==> config.mk <==
export PLATFORM = sky130hd
export DESIGN_NAME = display_scan_ctrl
export DESIGN_NICKNAME = d
export VERILOG_FILES = /design/src/rtl/display_scan_pkg.sv /design/src/rtl/lz_mask.sv /design/src/rtl/display_scan_ctrl.sv
export SDC_FILE = /design/constraint.sdc
export NUM_CORES = 1
export LEC_CHECK = 0
export CORE_ASPECT_RATIO = 0.8
export CORE_MARGIN = 2
export CORE_UTILIZATION = 40
export DETAILED_ROUTE_END_ITERATION = 7
export DONT_BUFFER_PORTS = 1
export GPL_ROUTABILITY_DRIVEN = 0
export HOLD_SLACK_MARGIN = 0.08
export PLACE_DENSITY_LB_ADDON = 0.1
export SYNTH_ARGS = -nofsm -noshare
export SYNTH_HDL_FRONTEND = slang
export SYNTH_HIERARCHICAL = 1
export SYNTH_SLANG_ARGS = --single-unit
==> constraint.sdc <==
create_clock -name clk -period 4.5 [get_ports clk]
set_input_delay 0.45 -clock clk [delete_from_list [all_inputs] [get_ports clk]]
set_output_delay 0.45 -clock clk [all_outputs]
set_load 0.005 [all_outputs]
==> src/rtl/display_scan_pkg.sv <==
// Shared types and helpers for the multiplexed 7-segment scan controller.
package display_scan_pkg;

    typedef enum logic [1:0] {
        IDLE  = 2'd0,
        BLANK = 2'd1,
        SHOW  = 2'd2
    } state_t;

    localparam logic [3:0] BLANK_CODE = 4'hF;

    // Width needed to count up to the longer of the lit and dead-time phases.
    function automatic int cnt_width(input int scan_div, input int blank_cycles);
        int m;
        m = (scan_div > blank_cycles) ? scan_div : blank_cycles;
        return (m < 1) ? 1 : $clog2(m + 1);
    endfunction

endpackage

==> src/rtl/lz_mask.sv <==
// Leading-zero suppress mask: digit i (i>=1) is blanked when it and every
// more significant nibble are zero. Digit 0 always shows.
module lz_mask #(
    parameter int NUM_DIGITS = 4
) (
    input  logic [4*NUM_DIGITS-1:0] disp,
    input  logic                    lz_en,
    output logic [NUM_DIGITS-1:0]   suppress
);

    logic run;

    always_comb begin
        suppress = '0;
        run      = 1'b1;
        for (int i = NUM_DIGITS - 1; i >= 1; i--) begin
            run         = run & (disp[4*i +: 4] == 4'h0);
            suppress[i] = lz_en & run;
        end
    end

endmodule

==> src/rtl/display_scan_ctrl.sv <==
// Scan controller sharing one BCD-to-7-seg decoder across NUM_DIGITS digits,
// with double-buffered value, dead-time between digits and zero blanking.
module display_scan_ctrl
    import display_scan_pkg::*;
#(
    parameter int NUM_DIGITS   = 4,
    parameter int SCAN_DIV     = 50000,
    parameter int BLANK_CYCLES = 500
) (
    input  logic                    clk,
    input  logic                    rst_n,
    input  logic                    enable,
    input  logic [4*NUM_DIGITS-1:0] value_in,
    input  logic                    load,
    input  logic                    lz_en,
    output logic [3:0]              bcd_out,
    output logic [NUM_DIGITS-1:0]   an_n,
    output logic                    frame_done,
    output logic                    pending
);

    localparam int CW = cnt_width(SCAN_DIV, BLANK_CYCLES);
    localparam int IW = $clog2(NUM_DIGITS);
    localparam logic [CW-1:0] SHOW_LAST  = CW'(SCAN_DIV - 1);
    localparam logic [CW-1:0] BLANK_LAST = CW'((BLANK_CYCLES > 0) ? BLANK_CYCLES - 1 : 0);
    localparam logic [IW-1:0] IDX_LAST   = IW'(NUM_DIGITS - 1);
    // With no dead-time every digit boundary goes straight to the next SHOW.
    localparam state_t ENTRY = (BLANK_CYCLES == 0) ? SHOW : BLANK;

    state_t                  state, state_nx;
    logic [IW-1:0]           idx, idx_nx;
    logic [CW-1:0]           cnt, cnt_nx;
    logic [4*NUM_DIGITS-1:0] shadow, shadow_nx;
    logic [4*NUM_DIGITS-1:0] disp, disp_nx;
    logic                    pending_nx;
    logic                    commit;
    logic                    fd_nx;
    logic [NUM_DIGITS-1:0]   an_nx;
    logic [3:0]              bcd_nx;
    logic [NUM_DIGITS-1:0]   suppress;

    // Outputs are registered from next-state values, so the mask must see
    // the value that will be on display after this edge.
    lz_mask #(.NUM_DIGITS(NUM_DIGITS)) u_lz_mask (
        .disp     (disp_nx),
        .lz_en    (lz_en),
        .suppress (suppress)
    );

    always_comb begin
        state_nx = state;
        idx_nx   = idx;
        cnt_nx   = cnt;
        commit   = 1'b0;
        fd_nx    = 1'b0;

        case (state)
            IDLE: begin
                if (enable) begin
                    state_nx = ENTRY;
                    idx_nx   = '0;
                    cnt_nx   = '0;
                    commit   = 1'b1;
                end
            end
            BLANK: begin
                if (!enable) begin
                    state_nx = IDLE;
                    idx_nx   = '0;
                    cnt_nx   = '0;
                end else if (cnt == BLANK_LAST) begin
                    state_nx = SHOW;
                    cnt_nx   = '0;
                end else begin
                    cnt_nx = cnt + 1'b1;
                end
            end
            SHOW: begin
                if (!enable) begin
                    state_nx = IDLE;
                    idx_nx   = '0;
                    cnt_nx   = '0;
                end else if (cnt == SHOW_LAST) begin
                    state_nx = ENTRY;
                    cnt_nx   = '0;
                    if (idx == IDX_LAST) begin
                        idx_nx = '0;
                        fd_nx  = 1'b1;
                        commit = 1'b1;
                    end else begin
                        idx_nx = idx + 1'b1;
                    end
                end else begin
                    cnt_nx = cnt + 1'b1;
                end
            end
            default: begin
                state_nx = IDLE;
                idx_nx   = '0;
                cnt_nx   = '0;
            end
        endcase

        // Commit before load so a load on the frame edge re-arms pending.
        disp_nx    = disp;
        shadow_nx  = shadow;
        pending_nx = pending;
        if (commit && pending) begin
            disp_nx    = shadow;
            pending_nx = 1'b0;
        end
        if (load) begin
            shadow_nx  = value_in;
            pending_nx = 1'b1;
        end

        an_nx  = '1;
        bcd_nx = BLANK_CODE;
        if (state_nx == SHOW) begin
            an_nx[idx_nx] = 1'b0;
            bcd_nx = suppress[idx_nx] ? BLANK_CODE : disp_nx[{idx_nx, 2'b00} +: 4];
        end
    end

    always_ff @(posedge clk or negedge rst_n) begin
        if (!rst_n) begin
            state      <= IDLE;
            idx        <= '0;
            cnt        <= '0;
            shadow     <= '0;
            disp       <= '0;
            pending    <= 1'b0;
            bcd_out    <= BLANK_CODE;
            an_n       <= '1;
            frame_done <= 1'b0;
        end else begin
            state      <= state_nx;
            idx        <= idx_nx;
            cnt        <= cnt_nx;
            shadow     <= shadow_nx;
            disp       <= disp_nx;
            pending    <= pending_nx;
            bcd_out    <= bcd_nx;
            an_n       <= an_nx;
            frame_done <= fd_nx;
        end
    end

endmodule

# Yosys cells after proc, flatten, opt, wreduce, memory -nomap -nowiden

Cells that the tools add are included.

Add/sub/neg operators: 2
$lt $le $gt $ge: 2
Equal/unequal tests: 7
Shifts and indexed selects: 1
Multiplexer cells: 34
Bitwise operators: 6
Reductions and logical operators: 7

Operators by type and width:

| kind                  | count |
|---|---|
| $mux 16               | 6 |
| $pmux 16 s3           | 1 |
| $mux 2                | 10 |
| $add 16x1->16 const B | 1 |
| $eq 16x16->1 const B  | 1 |
| $eq 16x9->1 const B   | 1 |
| $shiftx 16x5->4       | 1 |
| $logic_not 4->1       | 3 |
| $mux 4                | 3 |
| $pmux 2 s3            | 2 |
| $mux 1                | 9 |
| $eq 2x2->1 const B    | 3 |
| $and 1x1->1           | 5 |
| $not 4->4             | 1 |
| $lt 2x3->1 const B    | 1 |
| $add 2x1->2 const B   | 1 |
| $bmux 1 s2            | 1 |
| $demux 1 s2           | 1 |
| $eq 2x1->1 const B    | 1 |
| $ge 2x1->1 const B    | 1 |
| $logic_and 1x1->1     | 2 |
| $logic_not 2->1       | 1 |
| $ne 2x2->1 const B    | 1 |
| $pmux 1 s2            | 1 |
| $reduce_bool 2->1     | 1 |

Register bits: 62
Input port bits: 21
Output and inout port bits: 10
Word-level logic and storage cells: 68

# Depth between registers and ports, before layout

Gate-level depths: netlist (run 1).

Depth in word-level cells: 15
Gate-level depth with buffers: 14
Depth with buffers taken out: 13

# Cells and area by module

The synthesis (run 1) kept the hierarchy.

Modules (own cells, without submodules):

| module            | times used | cells each | area an instance (µm²) | seq. area each (µm²) |
|---|---|---|---|---|
| display_scan_ctrl | 1          | 262        | 2951.6                 | 1561.5 |
| lz_mask           | 1          | 8          | 57.6                   | 0.0 |

# Worst setup path after synthesis (run 1)

No wires, ideal clock.

Kind: reg2reg
Start: register cnt[10]
End: register bcd_out[0]
Library setup time: 98 ps
Arrival time: 3226 ps
Data required time: 4402 ps
Slack: 1175 ps
Cell stages (with the launch flop): 12
Path buffers: 0
Period minus slack after synthesis: 3325 ps
Path through: dfrtp_1 or4_4 nor4_4 a31oi_1 nor2_4 mux2_2 or4b_1 nor2_1 a21bo_2 a21oi_1 a2111oi_4 o311ai_1

RTL lines:

| element                      | RTL line                 | text |
|---|---|---|
| start, declared              | display_scan_ctrl.sv:32  | `logic [CW-1:0] cnt, cnt_nx;` |
| start signal, assigned       | display_scan_ctrl.sv:139 | `cnt <= cnt_nx;` |
| $eq 16x16->1                 | display_scan_ctrl.sv:83  | `end else if (cnt == SHOW_LAST) begin` |
| $mux 1                       | display_scan_ctrl.sv:83  |  |
| $mux 1                       | display_scan_ctrl.sv:79  | `if (!enable) begin` |
| $pmux 1 s2                   | display_scan_ctrl.sv:57  | `case (state)` |
| $logic_and 1x1->1            | display_scan_ctrl.sv:108 | `if (commit && pending) begin` |
| $mux 16                      | display_scan_ctrl.sv:108 |  |
| named net disp_nx[14]        | display_scan_ctrl.sv:34  | `logic [4*NUM_DIGITS-1:0] disp, disp_nx;` |
| $logic_not 4->1              | lz_mask.sv:17            | `run = run & (disp[4*i +: 4] == 4'h0);` |
| $and 1x1->1                  | lz_mask.sv:18            | `suppress[i] = lz_en & run;` |
| named net suppress[3]        | display_scan_ctrl.sv:40  | `logic [NUM_DIGITS-1:0] suppress;` |
| $bmux 1 s2                   | display_scan_ctrl.sv:121 | `bcd_nx = suppress[idx_nx] ? BLANK_CODE : disp_nx[{idx_nx, 2'b00} +: 4];` |
| $mux 1 (implied by the code) | display_scan_ctrl.sv:121 |  |
| $mux 4                       | display_scan_ctrl.sv:121 |  |
| $mux 4                       | display_scan_ctrl.sv:119 | `if (state_nx == SHOW) begin` |
| named net bcd_nx[0]          | display_scan_ctrl.sv:39  | `logic [3:0] bcd_nx;` |
| end signal, assigned         | display_scan_ctrl.sv:143 | `bcd_out <= bcd_nx;` |
| end, declared                | display_scan_ctrl.sv:16  | `output logic [3:0] bcd_out,` |

The timed path passes the listed nets, and every way through them passes these cells. The select of a mux whose other input is x is not followed.
A chain may end at the register's enable or synchronous reset.

# Final worst setup path (run 1)

Start: register cnt[10]
End: register bcd_out[2]

Same word-level chain as after synthesis.

==> Flow_metrics.wiki, run 1 <==
{| class="wikitable"
! Metric !! Value
|-
| Setup violators final || 0
|-
| Die footprint || just over 0.008 mm^2
|-
| Final Total Pwr || about 1.6 mW
|-
| Chip Width || approximately 100 um
|-
| Maximum operating frequency || approximately 270 MHz
|-
| Count of nets left with antenna violations after detail routing || 0
|-
| Setup WS pre-CTS || ~0.8 ns
|-
| Post-synth EDFFs || 0
|-
| Worst-path maximum fanout || 9
|-
| Total via count after detailed routing || 2044
|-
| Critical setup path kind || reg -> reg
|-
| Startpoint type of the worst setup path || flop
|-
| Main synth FF type || dfrtp_1
|-
| Final Hold Vio Count || 0
|-
| Outcome || complete, no violations
|-
| Fraction of layout instances using a drive strength above 1 || a little under a quarter
|-
| Netlist area before placement || 0.003009 mm^2
|-
| Synth area leaders || dfrtp_1 45%, mux2_2 11%, dfstp_2 7.0%
|-
| Aggregate routed wire length || ~6400 um
|-
| Grt ovf || 0
|-
| Clock tree from TritonCTS || done
|-
| Dpl cells || around 350
|-
| Number of vias per cell after detailed routing || roughly 5.5
|-
| Starting Density || about 41%
|-
| Final Max Tran Viols || 0
|-
| Syn Nets || approximately 300
|-
| Leading cell type by number of instances after synthesis || dfrtp_1
|-
| Die extent in y || about 80 um
|-
| Number of gates given a new drive strength after cts || 0
|-
| H-tree lvl count || 3
|-
| Yosys reg bits || between 60 and 70
|-
| Wire length of the first global-routing pass || around 11000 um
|-
| Share of the clock period used by the worst path after layout || a little over four fifths
|-
| Clock buffer count from CTS || 9
|-
| Measured slew at the worst slew-check pin || roughly 0.66 ns
|-
| Violation count after the first detailed-route iteration || between 150 and 200
|-
| Vias in the first global route || 2114
|-
| Largest net degree at the start of global routing || 63
|-
| RSZ-0062 raised after global routing || false
|-
| Worst path required time || ~4.7 ns
|-
| Worst hold margin || between 0.2 and 0.25 ns
|-
| Total leakage power || about 1.4 nW
|-
| Worst-path clk slew || about 0.07 ns
|-
| All-layer global routing usage || 17.48%
|-
| Antenna Diode Count || 0
|-
| Class of the worst hold path || in -> reg
|-
| Non-filler cells in the finished layout || 370
|-
| Total number of nets in the final design || slightly above 300
|-
| Number of I/O port buffers || 0
|-
| Arrival time worst endpoint || ~4 ns
|-
| Xor and xnor area share after synthesis || 2.037%
|-
| Standard-cell row count || 28
|-
| Final critical delay including setup and external delays || 3.746 ns
|-
| Clock buffer depth || 2
|-
| Largest family of logic cells by synthesized area || simple AND/OR/NAND/NOR gates
|-
| Average wire per standard cell || approximately 17 um
|-
| Setup TNS || 0 ns
|-
| Post-CTS setup buffers || 0
|-
| Clock Sinks || 62
|-
| Leading post-synthesis cells by instance count || 54 x dfrtp_1, 30 x mux2_2, 30 x nand2_1
|-
| Yosys warnings || 6
|-
| Seq/Total Area, Yosys || around 52%
|-
| Final worst clock skew || around 0.013 ns
|-
| Worst max-slew margin expressed relative to the limit || between 50% and 60%
|-
| Mean post-synth cell area || roughly 11 um^2
|-
| Portion of netlist area occupied by mux cells || 11.23%
|-
| Core box area || ~0.0074 mm^2
|-
| Least setup slack across all paths after layout || ~0.75 ns
|-
| Number of iterations in the first detailed-routing pass || 4
|-
| I/O pin count || 31
|-
| Area added between synthesis and finish || 11.02%
|-
| Initial antenna violation count || 0
|-
| Number of design rule violations left after detail routing || 0
|-
| Area fraction in compound gates after synthesis || 10.89%
|-
| Clock insertion delay at the later pin of the skew report || 0.34 ns
|-
| Max rail drop VDD || between 0.2 and 0.25 mV
|-
| Largest area contributor in the netlist || dfrtp_1
|-
| Power density cells || 476.1 mW/mm^2
|-
| Syn Inst Count || 270
|-
| Distinct cell type count after synthesis || 54
|-
| Share of flip-flops with an asynchronous set or reset || 100.0%
|-
| Critical path capture point type || flop
|-
| Synth Area in Adders || roughly 2.5%
|-
| Max capacitance violation total || 0
|-
| Area share of the largest cell type after synthesis || between 40% and 50%
|-
| Root cell of the clock tree || clkbuf_8
|-
| Estimated wirelength of the detail-placed design || 4380 um
|-
| Simple-gate share of the synthesized area || around a fifth
|}
## metrics by stage
stage	instance area (um^2)	util, %
final	3341	45.41
after global routing	3341	45.41
after CTS	3341	45.41
after detailed placement	3089	41.99
after global placement	3089	41.99
after floorplan	3009	-
## timing repair
item,in CTS,in global routing
hold endpoints to repair,62,0
setup endpoints to repair,0,0
hold buffers,2,0
## placed cells by master (no fill, tap or decap), drive strengths merged, types with 2 or more instances in the layout
cell type,n
xor2,5
nor4,3
clkinv,3
a21oi,4
inv,6
nand2,30
dfrtp,54
o21a,2
o311ai,4
nor2b,3
nand3b,2
nor2,17
nand2b,2
ha,6
nand4,4
a31oi,3
mux2,30
nand3,11
and3,9
buf,2
dfstp,8
xnor2,2
o31ai,3
nand4b,2
o21ai,16
and2,4
a22oi,4
and4,2
or4,5
nor3,4
bufinv,2
clkbuf,10
## state kept, by name, indices dropped and copies added (netlist names)
signal,cells
an_n,4
bcd_out,4
cnt,16
disp,16
frame_done,1
idx,2
pending,1
shadow,16
state,2
## critical path, cell delays in order (launching register included)
cell and delay (ns):
dfrtp_1 0.41, or4_4 0.59, nor4_4 0.36, a31oi_1 0.28, nor2_4 0.30, mux2_2 0.40
or4b_1 0.57, nor2_1 0.11, a21bo_2 0.22, a21oi_1 0.23, a2111oi_4 0.11, o311ai_1 0.09
## final cells by class
class                   instances  area [um^2]
clock inverters                 6        86.33
repair buffers                  3        45.04
clock buffers                  10        127.6
well taps                      90        112.6
multi-input cells             193         1385
inverters                       6        22.52
fillers                       682         4016
flip-flops and latches         62         1562
## power breakdown
group	leakage, nW	total, mW	switching, mW	internal, mW
sequential	0.763	0.690	0.0367	0.654
combinational	0.506	0.364	0.218	0.147
clock	0.106	0.536	0.225	0.311
## final timing paths
kind / slack [ns] / depth (start not counted) / start / end
max in group asynchronous: 3.53 / 2 / rst_n / an_n[1]
min in group asynchronous: 0.64 / 2 / rst_n / shadow[13]
worst max register to register: 0.75 / 11 / cnt[10] / bcd_out[2]
worst max-delay path: 0.75 / 11 / cnt[10] / bcd_out[2]
worst min register to register: 0.50 / 1 / disp[1] / disp[1]
worst min-delay path: 0.23 / 1 / load / pending
## routing by layer
metal	up-vias	track usage (%)	share of wire, %
met2	47	22.13	38
met3	12	5.617	5.4
met1	985	27.44	55
met5	-	0	0
met4	0	5.676	1.1
li1	1000	-	-
## kinds of logic (layout without fill, tap and decap cells)
| group | after synthesis | count (layout) |
|---|---|---|
| and+or+nand+nor | 103 | 103 |
| other | 1 | 1 |
| buffers and inverters | 15 | 25 |
| DFF | 62 | 62 |
| xor gates and xnor gates | 7 | 7 |
| AOI/OAI and AO/OA | 46 | 46 |
| muxes | 30 | 30 |
| adders and majority gates | 6 | 6 |
Power figures use the tool's default switching activity.
==> run 2, diff against run 1 <==
==> constraint.sdc (replaced) <==
create_clock -name clk -period 3.3 [get_ports clk]
set_input_delay 0.33 -clock clk [delete_from_list [all_inputs] [get_ports clk]]
set_output_delay 0.33 -clock clk [all_outputs]
set_load 0.005 [all_outputs]
==> run 2 against run 1 <==
Cell count up 5.4%. Total power up 44%. Die area unchanged. First-iteration DRC count down 20%. Largest cell class unchanged. Sequential power up 37%. Sequential share of layout area down 2.9 points. Fmax up 18%. Clock-buffer cell count down 1. Routed wire length up 2.3%. Worst hold slack worse by 0.13 ns.
==> Flow_metrics.wiki, run 2 (same netlist as run 1, synthesis figures left out) <==
{| class="wikitable"
! Metric !! Value
|-
| Outcome || complete, no violations
|-
| Class of the worst hold path || in -> reg
|-
| Clock buffer depth || 2
|-
| Critical path capture point type || flop
|-
| Hold worst-path end || pending
|-
| Final worst clock skew || between 0.01 and 0.015 ns
|-
| Top library cells by usage in the layout, fill and taps aside || 54 x dfrtp_1, 30 x nand2_1, 27 x mux2_2
|-
| Clock tree from TritonCTS || done
|-
| I/O pin count || 31
|-
| Top Registers || cnt x16, disp x16, shadow x16
|-
| Largest net degree at the start of global routing || 63
|-
| Die footprint || 0.008237 mm^2
|-
| Area added between synthesis and finish || 18.42%
|-
| Count of nets left with antenna violations after detail routing || 0
|-
| Arrival time worst endpoint || 3.42 ns
|-
| Worst-path clk slew || ~0.070 ns
|-
| Final critical delay including setup and external delays || 3.179 ns
|-
| Total leakage power || between 1.5 and 2 nW
|-
| Estimated wirelength of the detail-placed design || around 4600 um
|-
| Vias in the first global route || 2066
|-
| Final Max Tran Viols || 0
|-
| Startpoint type of the worst setup path || flop
|-
| Worst hold margin || roughly 0.11 ns
|-
| Wire length of the first global-routing pass || ~11000 um
|-
| Die extent in y || a little over 80 um
|-
| Worst max-slew margin expressed relative to the limit || between 50% and 60%
|-
| Total number of nets in the final design || about 320
|-
| Share of the clock period used by the worst path after layout || between 90% and 100%
|-
| All-layer global routing usage || roughly 18%
|-
| Number of design rule violations left after detail routing || 0
|-
| Register-to-register setup slack || around 0.12 ns
|-
| Final Hold Vio Count || 0
|-
| Fraction of layout instances using a drive strength above 1 || ~31%
|-
| Initial antenna violation count || 0
|-
| Setup WS pre-CTS || -0.09486 ns
|-
| Core box area || 0.007357 mm^2
|-
| Setup TNS || 0 ns
|-
| Clock Sinks || 62
|-
| Clock insertion delay at the later pin of the skew report || approximately 0.35 ns
|-
| Setup violators final || 0
|-
| Origin of the worst min-delay path || load
|-
| Longest individual stage delay on the worst path || 0.58 ns
|-
| Antenna Diode Count || 0
|-
| Number of vias per cell after detailed routing || approximately 5.5
|-
| Measured slew at the worst slew-check pin || 0.6352 ns
|-
| Number of I/O port buffers || 0
|-
| Average wire per standard cell || approximately 17 um
|-
| Chip Width || just over 100 um
|-
| R2R cell count || 11
|-
| Util after Layout || approximately half
|-
| Least setup slack across all paths after layout || 0.1212 ns
|-
| Clock buffer count from CTS || 9
|-
| Root cell of the clock tree || clkbuf_8
|-
| Non-filler cells in the finished layout || 390
|-
| Worst hold path depth || 1
|-
| Startpoint of the lowest-slack register-to-register path || cnt[10]
|-
| Violation count after the first detailed-route iteration || 127
|-
| Dpl cells || between 300 and 400
|-
| Total via count after detailed routing || ~2100
|-
| H-tree lvl count || 3
|-
| Maximum operating frequency || 314.6 MHz
|-
| Standard cell with the maximum stage delay on the critical path || or4_4
|-
| Worst-path maximum fanout || 5
|-
| Starting Density || just over 40%
|-
| List of cells traversed by the critical path || or4_4, nor4_4, a31oi_2, nor2_4, mux2_4, or4b_4, nor2_2, a21bo_2, a21oi_4, a2111oi_4, o311ai_1
|-
| Worst path required time || approximately 3.5 ns
|-
| Power density cells || about 640 mW/mm^2
|-
| Standard-cell row count || 28
|-
| End of the worst register-to-register path || bcd_out[2]
|-
| RSZ-0062 raised after global routing || true
|-
| Aggregate routed wire length || 6563 um
|-
| Grt ovf || 0
|-
| Critical setup path kind || reg -> reg
|-
| Number of iterations in the first detailed-routing pass || 4
|-
| Max capacitance violation total || 0
|-
| Commonest non-fill, non-tap cell in the layout || dfrtp_1
|-
| Max rail drop VDD || 0.3136 mV
|}
## run 2: cell type report
class	count	area, um^2
clock buffer	9	123.9
clock inverter	7	97.59
fill	660	3794
inverter	6	22.52
multi-input combinational	193	1443
sequential	62	1562
tap	90	112.6
timing repair buffer	23	202.7
## run 2: worst max path at each step
stage	start	endpoint	slack, ns	cells after the start
floorplan	cnt[10]	bcd_out[0]	0.002	11
global placement	cnt[10]	bcd_out[0]	-0.01	12
detailed placement	cnt[10]	bcd_out[2]	-0.09	12
CTS	cnt[10]	bcd_out[2]	0.06	11
global route	cnt[10]	bcd_out[0]	-0.03	11
finish	cnt[10]	bcd_out[2]	0.12	11
## run 2: metal layers
metal  GRT usage, %  vias up  part of all wire [%]
li1               -     1038                     -
met1          28.32     1060                    54
met2          23.27       43                    40
met3          5.106        7                   4.9
met4          6.081        0                   1.1
met5              0        -                     0
## run 2: report_power, final
part	switching, mW	internal, mW	total [mW]
sequential	0.0515	0.891	0.943
combinational	0.334	0.272	0.606
clock	0.320	0.427	0.748
## run 2: what timing repair did
item                                    in CTS  in global routing
hold endpoints to repair                    62                  0
pin swaps                                    3                  2
hold buffers                                 2                  0
endpoints found under the setup margin       4                  4
gates resized for setup                      6                 11
buffers inserted                             3                  2
## run 2: worst max-delay path: cells and delay by family (launching register included)
family,cells,cell delay (ns)
and+or+nand+nor,5,1.60
AOI/OAI and AO/OA,5,0.74
DFF,1,0.38
muxes,1,0.34
## run 2: through the flow
stage | cell area, um^2 | total power [mW]
2_1_floorplan | 3015 | 1.317
3_3_place_gp | 3208 | 1.451
3_5_place_dp | 3208 | 1.456
4_1_cts | 3507 | 2.257
5_1_grt | 3563 | 2.439
6_report | 3563 | 2.296
==> run 3, diff against run 2 <==
--- a/config.mk
+++ b/config.mk
@@ -5,6 +5,7 @@
 export SDC_FILE = /design/constraint.sdc
 export NUM_CORES = 1
 export LEC_CHECK = 0
+export ABC_AREA = 1
 export CORE_ASPECT_RATIO = 0.8
 export CORE_MARGIN = 2
 export CORE_UTILIZATION = 40
==> constraint.sdc (replaced) <==
create_clock -name clk -period 2.6 [get_ports clk]
set_input_delay 0.26 -clock clk [delete_from_list [all_inputs] [get_ports clk]]
set_output_delay 0.26 -clock clk [all_outputs]
set_load 0.005 [all_outputs]
==> run 3 against run 2 <==
Design area is 5.9% higher. Sequential cell count stayed put. Clock skew is 0.0016 ns lower. Utilization is 1.9 points higher. Sequential share of layout area is 2.4 points lower. Global-route usage is 1.6 points lower. Sequential power is 29% higher. Register-to-register slack better by 0.16 ns. Worst hold slack better by 0.064 ns. Critical endpoint unchanged.
==> Flow_metrics.wiki, run 3 <==
{| class="wikitable"
! Metric !! Value
|-
| Longest individual stage delay on the worst path || between 0.4 and 0.5 ns
|-
| Seq/Total Area, Yosys || between 40% and 50%
|-
| Syn Inst Count || ~350
|-
| Largest area contributor in the netlist || dfrtp_1
|-
| Starting Density || between 40% and 50%
|-
| Worst-path maximum fanout || 10
|-
| Total number of nets in the final design || approximately 400
|-
| Measured slew at the worst slew-check pin || approximately 0.9 ns
|-
| Distinct cell type count after synthesis || 37
|-
| Chip Width || 103.0 um
|-
| Final Hold Vio Count || 0
|-
| Class of the worst hold path || in -> reg
|-
| Setup TNS || 0 ns
|-
| Largest net degree at the start of global routing || 63
|-
| Antenna Diode Count || 0
|-
| Worst-path clk slew || ~0.080 ns
|-
| Worst max-slew margin expressed relative to the limit || between 30% and 40%
|-
| Area added between synthesis and finish || 20.30%
|-
| Clock buffer count from CTS || 9
|-
| Leading cell type by number of instances after synthesis || nand2_1
|-
| Top Registers || cnt x16, disp x16, shadow x16
|-
| Worst path required time || roughly 2.9 ns
|-
| Critical Path Most Common Cell || nand2_1
|-
| Average wire per standard cell || roughly 13 um
|-
| Number of iterations in the first detailed-routing pass || 4
|-
| Grt ovf || 0
|-
| Fraction of layout instances using a drive strength above 1 || ~28%
|-
| Leading post-synthesis cells by instance count || 68 x nand2_1, 54 x dfrtp_1, 36 x nor2_1
|-
| Final worst clock skew || roughly 0.012 ns
|-
| Number of vias per cell after detailed routing || 4.632
|-
| Standard-cell row count || 28
|-
| Root cell of the clock tree || clkbuf_8
|-
| Critical setup path kind || reg -> reg
|-
| Yosys warnings || 6
|-
| Final Total Pwr || between 2 and 3 mW
|-
| Share of the clock period used by the worst path after layout || slightly below 90%
|-
| Final Max Tran Viols || 0
|-
| Startpoint type of the worst setup path || flop
|-
| Cell class contributing the biggest share of worst-path delay || simple AND/OR/NAND/NOR gates
|-
| Critical path capture point type || flop
|-
| Core box area || ~0.0075 mm^2
|-
| Arrival time worst endpoint || 2.59 ns
|-
| List of cells traversed by the critical path || inv_2, ha_2, nand2_1, inv_2, nand4_4, nand2_4, nand2_2, buf_12, nand2_2, nand2_1, nor2_2, nand3_2, nor3_2, nand3_1, nand2_1, nand2_1, nand2_2, inv_2, nand3_1
|-
| Least setup slack across all paths after layout || between 0.2 and 0.3 ns
|-
| Worst Setup SP || state[0]
|-
| End of the worst register-to-register path || bcd_out[2]
|-
| Max rail drop VDD || about 0.39 mV
|-
| Initial antenna violation count || 0
|-
| Number of I/O port buffers || 0
|-
| Setup WS pre-CTS || 0.1580 ns
|-
| Max capacitance violation total || 0
|-
| Setup violators final || 0
|-
| Syn Nets || roughly 370
|-
| Die footprint || 0.008571 mm^2
|-
| Total via count after detailed routing || about 2300
|-
| Main synth FF type || dfrtp_1
|-
| Register-to-register setup slack || 0.28 ns
|-
| Area share of the largest cell type after synthesis || between 40% and 50%
|-
| All-layer global routing usage || around 16%
|-
| Critical path capture point || bcd_out[2]
|-
| Share of flip-flops with an asynchronous set or reset || between 90% and 100%
|-
| Yosys reg bits || 62
|-
| Final critical delay including setup and external delays || between 2 and 2.5 ns
|-
| Clock Sinks || a little over 60
|-
| Die extent in y || ~83 um
|-
| Post-synth EDFFs || 0
|-
| Clock buffer depth || 2
|-
| Clock insertion delay at the later pin of the skew report || between 0.3 and 0.4 ns
|-
| Number of design rule violations left after detail routing || 0
|-
| Outcome || complete, no violations
|-
| Depth of the critical timing path with buffers and inverters included || 19
|-
| I/O pin count || 31
|-
| Violation count after the first detailed-route iteration || 108
|-
| Worst hold margin || 0.1732 ns
|-
| Commonest non-fill, non-tap cell in the layout || nand2_1
|-
| Mean post-synth cell area || 9.092 um^2
|-
| H-tree lvl count || 3
|-
| Startpoint of the lowest-slack register-to-register path || state[0]
|-
| Aggregate routed wire length || 6547 um
|-
| Power density cells || ~780 mW/mm^2
|-
| Top library cells by usage in the layout, fill and taps aside || 68 x nand2_1, 54 x dfrtp_1, 33 x nor2_1
|-
| Synth area leaders || dfrtp_1 43%, nand2_1 8.1%, dfstp_2 6.7%
|-
| Total leakage power || roughly 1.7 nW
|-
| Maximum operating frequency || about 430 MHz
|-
| Wire length of the first global-routing pass || 10830 um
|-
| Buffers and inverters on the worst path || 4
|-
| Netlist area before placement || roughly 0.0031 mm^2
|-
| R2R cell count || 19
|-
| Vias in the first global route || approximately 2100
|-
| Estimated wirelength of the detail-placed design || 4398 um
|-
| Count of nets left with antenna violations after detail routing || 0
|-
| Clock tree from TritonCTS || done
|-
| Standard cell with the maximum stage delay on the critical path || dfrtp_1
|}
[run 3: changes by cell type in the layout (fill, tap and decap cells not counted), sizes merged, moves of 14 or more]
| cell | change |
|---|---|
| nand2 | +70 |
| nor2 | +27 |
| inv | +28 |
| nand3 | +23 |
| buf | -14 |
| dlygate4sd3 | +17 |
| mux2 | -18 |
[run 3: kinds of logic (layout without fill, tap and decap cells)]
| kind of cell | Yosys count | after routing | share of synthesized area, % |
|---|---|---|---|
| DFF | 62 | 62 | 49.78 |
| adders and majority gates | 6 | 6 | 2.393 |
| xor gates and xnor gates | 9 | 9 | 2.513 |
| AOI/OAI and AO/OA | 25 | 25 | 5.145 |
| muxes | 12 | 12 | 4.308 |
| buffers and inverters | 42 | 78 | 5.744 |
| and+or+nand+nor | 188 | 188 | 30.00 |
| other | 1 | 1 | 0.1196 |
[run 3: worst min path at each step]
stage | from | to | slack (ns) | depth (start not counted)
after floorplan | rst_n | cnt[0] | -0.04 | 0
after global placement | rst_n | cnt[15] | -0.03 | 0
after detailed placement | rst_n | state[0] | -0.03 | 0
after CTS | enable | state[0] | 0.15 | 4
after global routing | enable | state[0] | 0.18 | 4
final | enable | state[0] | 0.17 | 4
[run 3: where the power goes]
group	internal (mW)	switching, mW
clock	0.542	0.406
sequential	1.13	0.0962
combinational	0.312	0.477
[run 3: stage by stage]
stage	instances	area, um^2	utilization, %
finish	486	3774	50.33
detailed placement	446	3254	43.41
CTS	481	3684	49.13
floorplan	345	3137	-
global route	486	3774	50.33
global placement	446	3254	43.41
[run 3: cell type report]
type | count | area (um^2)
fill | 742 | 3724
sequential | 62 | 1562
multi-input combinational | 241 | 1430
timing repair buffer | 27 | 297.8
inverter | 35 | 131.4
tap | 105 | 131.4
clock buffer | 9 | 123.9
clock inverter | 7 | 97.59
[run 3: routing by layer]
layer	up-vias	wire [um]	GRT usage (%)
li1	1170	-	-
met1	1023	3663	26.83
met2	49	2472	19.95
met3	9	310	4.714
met4	0	100	6.100
met5	-	0	0
[run 3: worst register-to-register path, cell delays in order (launching register included)]
cell	delay, ns
dfrtp_1	0.43
inv_2	0.08
ha_2	0.19
nand2_1	0.07
inv_2	0.09
nand4_4	0.13
nand2_4	0.08
nand2_2	0.08
buf_12	0.18
nand2_2	0.05
nand2_1	0.10
nor2_2	0.14
nand3_2	0.10
nor3_2	0.11
nand3_1	0.09
nand2_1	0.08
nand2_1	0.05
nand2_2	0.07
inv_2	0.04
nand3_1	0.08
[run 3: repair_timing]
action / in CTS / in global routing
hold endpoints to repair: 79 / 0
resized for setup: 0 / 10
setup buffers: 0 / 4
hold buffers: 19 / 0
endpoints found under the setup margin: 0 / 4
